<file path="config.mk">
export PLATFORM = sky130hd
export DESIGN_NAME = phase_tx
export DESIGN_NICKNAME = d
export VERILOG_FILES = /design/src/rtl/phase_tx.sv
export SDC_FILE = /design/constraint.sdc
export NUM_CORES = 1
export LEC_CHECK = 0
export CORE_MARGIN = 1.5
export CORE_UTILIZATION = 50
export DETAILED_ROUTE_END_ITERATION = 10
export DONT_BUFFER_PORTS = 1
export SETUP_SLACK_MARGIN = 0.1
export SLEW_MARGIN = 15
export SYNTH_ARGS = -nofsm -noshare
export SYNTH_HDL_FRONTEND = slang
export SYNTH_SLANG_ARGS = --single-unit
export TNS_END_PERCENT = 1
</file>
<file path="constraint.sdc">
create_clock -name clk -period 3.53 [get_ports clk]
set_input_delay 0.706 -clock clk [delete_from_list [all_inputs] [get_ports clk]]
set_output_delay 0.706 -clock clk [all_outputs]
set_load 0.01 [all_outputs]
</file>
<file path="src/rtl/phase_tx.sv">
// ---------------------------------------------------------------------------
// phase_tx
//
// Purpose:
//   This is the transmit end of the phased 4-bit capture interface. A
//   free-running 3-bit phase count (clk_out) splits time into 8-phase frames.
//   Words from an upstream producer are buffered in a small FIFO that uses a
//   valid/ready handshake. At each frame boundary, which is the enabled cycle
//   with clk_out == 7, one word is popped onto a0. That word then stays
//   stable for the whole next frame, so the capture stage can sample it at
//   phases 4 and 6.
//
// Parameters:
//   DEPTH      number of FIFO entries (a power of 2, at least 2)
//   AW         FIFO pointer width, log2(DEPTH)
//
// Ports:
//   clk        system clock; all state changes on the rising edge
//   rst        synchronous, active-high reset; overrides every other event
//   enable     1 = phase counter advances; 0 = everything frozen except push
//   in_valid   upstream word available
//   in_data    upstream word
//   in_ready   FIFO can accept a word (derived from registered count only)
//   clk_out    phase count 0..7 for the capture stage
//   a0         word presented to the capture stage
//   a0_valid   1 = a0 holds a word popped at the last frame boundary
//   fifo_count number of buffered words (AW+1 bits so DEPTH fits)
//   sent_count words presented since reset, wraps 255 -> 0
// ---------------------------------------------------------------------------
module phase_tx #(
  parameter int DEPTH = 4,
  parameter int AW    = 2
) (
  input  logic          clk,
  input  logic          rst,
  input  logic          enable,
  input  logic          in_valid,
  input  logic [3:0]    in_data,
  output logic          in_ready,
  output logic [2:0]    clk_out,
  output logic [3:0]    a0,
  output logic          a0_valid,
  output logic [AW:0]   fifo_count,
  output logic [7:0]    sent_count
);

  localparam logic [AW:0] FULL_COUNT = (AW + 1)'(DEPTH);
  localparam logic [2:0]  LAST_PHASE = 3'd7;

  logic [3:0]    mem [DEPTH];
  logic [AW-1:0] wr_ptr;
  logic [AW-1:0] rd_ptr;
  logic          boundary;
  logic          push;
  logic          pop;

  // in_ready looks only at the registered count. A pop in the same cycle
  // therefore does not open the FIFO until the following cycle.
  assign in_ready = (fifo_count != FULL_COUNT);
  assign push     = in_valid && in_ready;

  // The frame boundary is the only moment a word may leave the FIFO.
  assign boundary = enable && (clk_out == LAST_PHASE);

  // The pop decision uses the count from before this edge. A word pushed
  // into an empty FIFO at a boundary is therefore held for a full frame, so
  // there is no bypass path.
  assign pop      = boundary && (fifo_count != '0);

  // The storage array needs no reset. The pointers and count decide which
  // entries are meaningful, so a reset discards all buffered words.
  always_ff @(posedge clk) begin
    if (push) begin
      mem[wr_ptr] <= in_data;
    end
  end

  // FIFO pointers and occupancy. The pointers wrap on their own because
  // DEPTH is a power of two.
  always_ff @(posedge clk) begin
    if (rst) begin
      wr_ptr     <= '0;
      rd_ptr     <= '0;
      fifo_count <= '0;
    end else begin
      if (push) begin
        wr_ptr <= wr_ptr + 1'b1;
      end
      if (pop) begin
        rd_ptr <= rd_ptr + 1'b1;
      end
      case ({push, pop})
        2'b10:   fifo_count <= fifo_count + 1'b1;
        2'b01:   fifo_count <= fifo_count - 1'b1;
        default: fifo_count <= fifo_count;
      endcase
    end
  end

  // Free-running phase counter. It wraps 7 -> 0 by its natural width.
  always_ff @(posedge clk) begin
    if (rst) begin
      clk_out <= '0;
    end else if (enable) begin
      clk_out <= clk_out + 3'd1;
    end
  end

  // Presentation register. a0 changes only at a boundary with data
  // available. An empty boundary clears a0_valid but leaves the old word on
  // a0.
  always_ff @(posedge clk) begin
    if (rst) begin
      a0         <= '0;
      a0_valid   <= 1'b0;
      sent_count <= '0;
    end else if (pop) begin
      a0         <= mem[rd_ptr];
      a0_valid   <= 1'b1;
      sent_count <= sent_count + 8'd1;
    end else if (boundary) begin
      a0_valid   <= 1'b0;
    end
  end

endmodule

</file>
==> qor.csv, run 1 <==
metric,value,unit
maxCapViolCount,0,
synth_top_family_by_area,simple AND/OR/NAND/NOR gates,
setup_viol,0,
relSlewSlack,0.596,
clkTransAtPathRegs,0.13,ns
cts.path.max_buffers,2,
ir_drop,0.235,mV
max_freq,0.388,GHz
path_max_fanout,10,
layout_min_cycle_time,2.58,ns
overflow,0,
synth_compound_area_frac,0.0810,
grt_pass1_wl,4400,microns
synthFlopType,dfxtp_1,
grt_pass1_vias,957,
drc,0,
cts_resized,0,
rsz0062_at_grt,false,
final_cell_mix,"dfxtp_1 (23), nand2_1 (16), edfxtp_1 (16)",
min_period_over_period,0.731,
grt_start_max_net_pins,28,
cts.sinks,39,
numPortBuffers,0,
async_flop_share,0,
timing.critical_path.buf_inv,1,
num_rows,21,
clk_latency,0.35,ns
yosys_warnings,0,
hold_class,primary input to flop,
area_growth,3.98,%
worstPathCellList,or3b_1 > nand2_1 > ha_1 > inv_1 > fa_1 > xor2_1 > or3_2 > a21oi_1,
place_hpwl,1990,microns
routedWlPerCell,14.5,microns
drt_iter0_drc,41,
ant_nets,0,
antenna_found_initial,0,
wirelength,2820,microns
htreeDepth,2,
die_area,3820,sq um
yosysSeqAreaShare,0.544,
gp_congestion,0.718,
final_common_cell,dfxtp_1,
worst-slew-pin-transition,0.604,ns
synth-adder-area-share,0.0695,
drt-vias-per-instance,5.34,
core_area,3340,sq um
final_nets,165,
preCtsSetupSlack,0.988,ns
globalRouteTotalUtil,0.166,
postCtsSetupRepairBufs,0,
critPathRequiredTime,3.83,ns
n_antenna_cell,0,
start_util,0.518,
io-pin-count,28,
vias,1041,
hold_viol_final,0,
crit_slowest_cell,or3b_1,
avgSynthCellArea,11.6,sq um
cp-start-kind,flop,
synth_cell_type_count,34,
firstDrtPassIters,4,
cts_tree,yes,
final_util,0.539,
synth-seq-cells,39,
maxSlewViolCount,0,
fin_setup_tns,0,ns
crit_type,flop to flop,
crit_family,simple AND/OR/NAND/NOR gates,
synth-simple-area-share,0.143,
cts_root_buffer,clkbuf_4,
critPathArrivalTime,2.87,ns
synthXorXnorAreaFrac,0.0203,
die_y,61.8,microns
crit_path_end_kind,flop,
max_stage_delay,0.56,ns
leakage,0.627,nW
drive_above_1_share,0.168,
cts_buffers,5,
fin_skew,0.00925,ns
die_w,61.8,microns
synthesis.area,1730,sq um
synth-edff-count,16,
synth.net_count,166,
hold_buffers,0,
netlist_instances,149,
status,"complete, no violations",
muxShareOfSynthArea,0.0919,
worst_slack,0.951,ns
powerDensity,427,nW/um^2
-- registers in the layout (all words and copies together) (netlist names) --
signal,cells
mem,16
sent_count,8
a0,4
clk_out,3
fifo_count,3
rd_ptr,2
wr_ptr,2
a0_valid,1
-- Yosys cell counts, types with 2 or more instances --
library cell	number	area, sq um
dfxtp_1	23	460
edfxtp_1	16	480
nand2_1	16	60.1
a21oi_1	13	65.1
nor2_1	12	45.0
ha_1	8	100
inv_1	8	30.0
and3_2	4	30.0
buf_2	4	20.0
mux4_2	4	90.1
nor2b_1	4	25.0
a21o_1	3	22.5
mux2_2	3	33.8
nand3_1	3	15.0
nand4_1	3	18.8
buf_6	2	22.5
mux2i_1	2	20.0
nor4_1	2	12.5
o21ai_0	2	10.0
xnor2_1	2	17.5
xor2_1	2	17.5
-- metal layers --
metal	up-vias	global-route usage	wire [microns]
met5	-	0	0
li1	519	-	-
met3	6	0.0787	215
met4	0	0.0729	51
met2	25	0.259	1310
met1	491	0.195	1240
-- worst register-to-register path, delay by kind of cell, from the launching register on --
| family | cells | cell delay [ns] |
|---|---|---|
| simple gates | 3 | 1.11 |
| compound gates | 1 | 0.14 |
| xor+xnor | 1 | 0.16 |
| fa+ha+maj | 2 | 0.56 |
| buf+inv | 1 | 0.06 |
| flops | 1 | 0.50 |
-- power by group --
group / switching [mW] / total (mW) / internal, mW
Clock: 0.161 / 0.241 / 0.0797
Combinational: 0.0165 / 0.0328 / 0.0163
Sequential: 0.0124 / 0.495 / 0.483
Total: 0.190 / 0.769 / 0.579
-- path summary, 6_finish.rpt --
check	startpoint	end	slack, ns	cells past startpoint
worst max register to register	fifo_count[2]	fifo_count[2]	0.95	8
worst min-delay path	rst	wr_ptr[1]	0.40	1
worst max-delay path	fifo_count[2]	fifo_count[2]	0.95	8
worst min register to register	a0[3]	a0[3]	0.51	2
-- final cells by class --
type | instances | area (sq um)
inverters | 8 | 30.0
clock inverters | 3 | 23.8
repair buffers | 1 | 7.51
flip-flops and latches | 39 | 941
well taps | 46 | 57.6
multi-input cells | 93 | 701
clock buffers | 5 | 37.5
fillers | 307 | 1540
-- kinds of logic after synthesis --
family          Yosys count
compound gates           21
mux                      10
fa+ha+maj                 9
buf+inv                  17
simple gates             49
xor+xnor                  4
flops                    39
-- stage by stage --
stage                     hold WS [ns]  power, mW  cells  instance area (sq um)
after floorplan                  0.481      0.538    149                   1730
after global placement           0.496      0.536    187                   1740
after detailed placement         0.503      0.539    187                   1740
after CTS                        0.379      0.777    195                   1800
after global routing             0.360      0.808    195                   1800
final                            0.401      0.769    195                   1800
(Power assumes the default switching activity.)
==> run 2, diff against run 1 <==
clock period = 2.45 ns   (was 3.53 ns; I/O delays follow)
==> run 2 against run 1 <==
Non-clock buffer count increased by 5. Sequential power rose by 43%. Cell count rose by 2.6%. Critical path depth increased by 2. Global-route usage grew 0.25 points. Highest routed layer unchanged.
==> qor.csv, run 2 (synthesis results as in run 1) <==
metric,value,unit,change
status,"complete, no violations",,
clk_latency,0.34,ns,about the same
leakage,0.665,nW,+6.0%
largestRegisters,"mem (16), sent_count (8), a0 (4)",,
overflow,0,,unchanged
critPathRequiredTime,2.73,ns,-1.10 ns
path_max_fanout,3,,-7
largest_reg_flops,16,,unchanged
place_hpwl,2120,microns,+6.3%
drt_iter0_drc,54,,+32%
placed_cells,192,,+2.7%
drc,0,,unchanged
cp-start-kind,flop,,
max_freq,0.461,GHz,+19%
preCtsSetupSlack,0.148,ns,-0.840 ns
worst-slew-pin-transition,0.334,ns,-0.270 ns
drt-vias-per-instance,5.33,,-0.25%
cts_resized,0,,unchanged
gp_congestion,0.774,,+7.8%
crit_slowest_cell,or3_2,,
critPathArrivalTime,2.45,ns,-0.42 ns
maxSlewViolCount,0,,unchanged
hold_buffers,0,,unchanged
start_util,0.518,,unchanged
cts.sinks,39,,unchanged
firstDrtPassIters,4,,unchanged
min_period_over_period,0.885,,+0.154
final_cell_mix,"dfxtp_1 (21), nand2_1 (16), edfxtp_1 (16)",,
drive_above_1_share,0.240,,+0.0725
die_area,3820,sq um,unchanged
ir_drop,0.410,mV,+74%
clkTransAtPathRegs,0.11,ns,-0.02 ns
fin_setup_tns,0,ns,unchanged
fin_skew,0.00845,ns,-0.000795 ns
cts.path.max_buffers,2,,unchanged
cts_root_buffer,clkbuf_4,,
grt_pass1_vias,990,,+3.4%
die_y,61.8,microns,unchanged
die_w,61.8,microns,unchanged
globalRouteTotalUtil,0.168,,+0.00254
maxCapViolCount,0,,unchanged
cts_buffers,5,,unchanged
setup_viol,0,,unchanged
num_rows,21,,unchanged
final_nets,170,,+3.0%
vias,1065,,+2.3%
cts_tree,yes,,
crit_path_end_kind,flop,,
worstPathCellList,ha_4 > ha_4 > o311ai_4 > inv_2 > ha_4 > inv_1 > fa_1 > xor2_1 > or3_2 > a21oi_2,,
worst_slack,0.281,ns,-0.669 ns
relSlewSlack,0.775,,+0.179
hold_class,primary input to flop,,
n_antenna_cell,0,,unchanged
numPortBuffers,0,,unchanged
rsz0062_at_grt,false,,
powerDensity,636,nW/um^2,+49%
r2r_cells,10,,+2
final_common_cell,dfxtp_1,,
postCtsSetupRepairBufs,0,,unchanged
routedWlPerCell,13.9,microns,-4.0%
max_stage_delay,0.42,ns,-0.14 ns
ant_nets,0,,unchanged
area_growth,10.4,%,
antenna_found_initial,0,,unchanged
final_cells,200,,+2.6%
htreeDepth,2,,unchanged
hold_path_depth,1,,unchanged
io-pin-count,28,,unchanged
wirelength,2780,microns,-1.5%
core_area,3340,sq um,unchanged
layout_min_cycle_time,2.17,ns,-0.411 ns
grt_start_max_net_pins,28,,unchanged
cpMostUsedCell,ha_4,,
crit_type,flop to flop,,
grt_pass1_wl,4430,microns,+0.61%
hold_viol_final,0,,unchanged
top_register,mem,,
-- run 2: cell count changes in the layout (fill, tap and decap cells not counted), sizes merged --
cell	change
bufinv	+1
clkinv	+1
clkbuf	+1
clkinvlp	-2
buf	+5
inv	-1
-- run 2: final cells by class --
class | instances | area (sq um)
fillers | 296 | 1430
flip-flops and latches | 39 | 948
multi-input cells | 93 | 742
well taps | 46 | 57.6
clock buffers | 6 | 51.3
repair buffers | 6 | 45.0
clock inverters | 2 | 35.0
inverters | 8 | 30.0
-- run 2: power by group --
group | switching, mW | internal (mW)
Clock | 0.202 | 0.241
Combinational | 0.0334 | 0.0307
Sequential | 0.0119 | 0.696
-- run 2: routing by layer --
metal / global-route usage / wire length (microns) / up-vias
met5: 0 / 0 / -
met2: 0.244 / 1270 / 34
li1: - / - / 530
met4: 0.0638 / 40 / 0
met3: 0.0828 / 214 / 4
met1: 0.217 / 1250 / 497
-- run 2: metrics by stage --
step	utilization	cell area, sq um	power (mW)	hold slack (ns)
6_report	0.572	1910	1.21	0.196
5_1_grt	0.572	1910	1.27	0.158
4_1_cts	0.560	1870	1.23	0.173
3_5_place_dp	0.534	1780	0.784	0.491
3_3_place_gp	0.534	1780	0.780	0.488
2_1_floorplan	-	1740	0.776	0.481
-- run 2: path summary, 6_finish.rpt --
kind	start	end	slack (ns)
max reg2reg	clk_out[0]	fifo_count[2]	0.28
min reg2reg	a0[3]	a0[3]	0.50
max	clk_out[0]	fifo_count[2]	0.28
min	rst	fifo_count[2]	0.20
-- run 2: critical path, delay by kind of cell, from the launching register on --
family | cells | cell delay [ns]
adder cells (fa/ha/maj) | 4 | 0.78
XOR/XNOR | 1 | 0.16
flip-flops | 1 | 0.40
AO/OA/AOI/OAI | 2 | 0.21
AND/OR/NAND/NOR | 1 | 0.42
buffers and inverters | 2 | 0.13
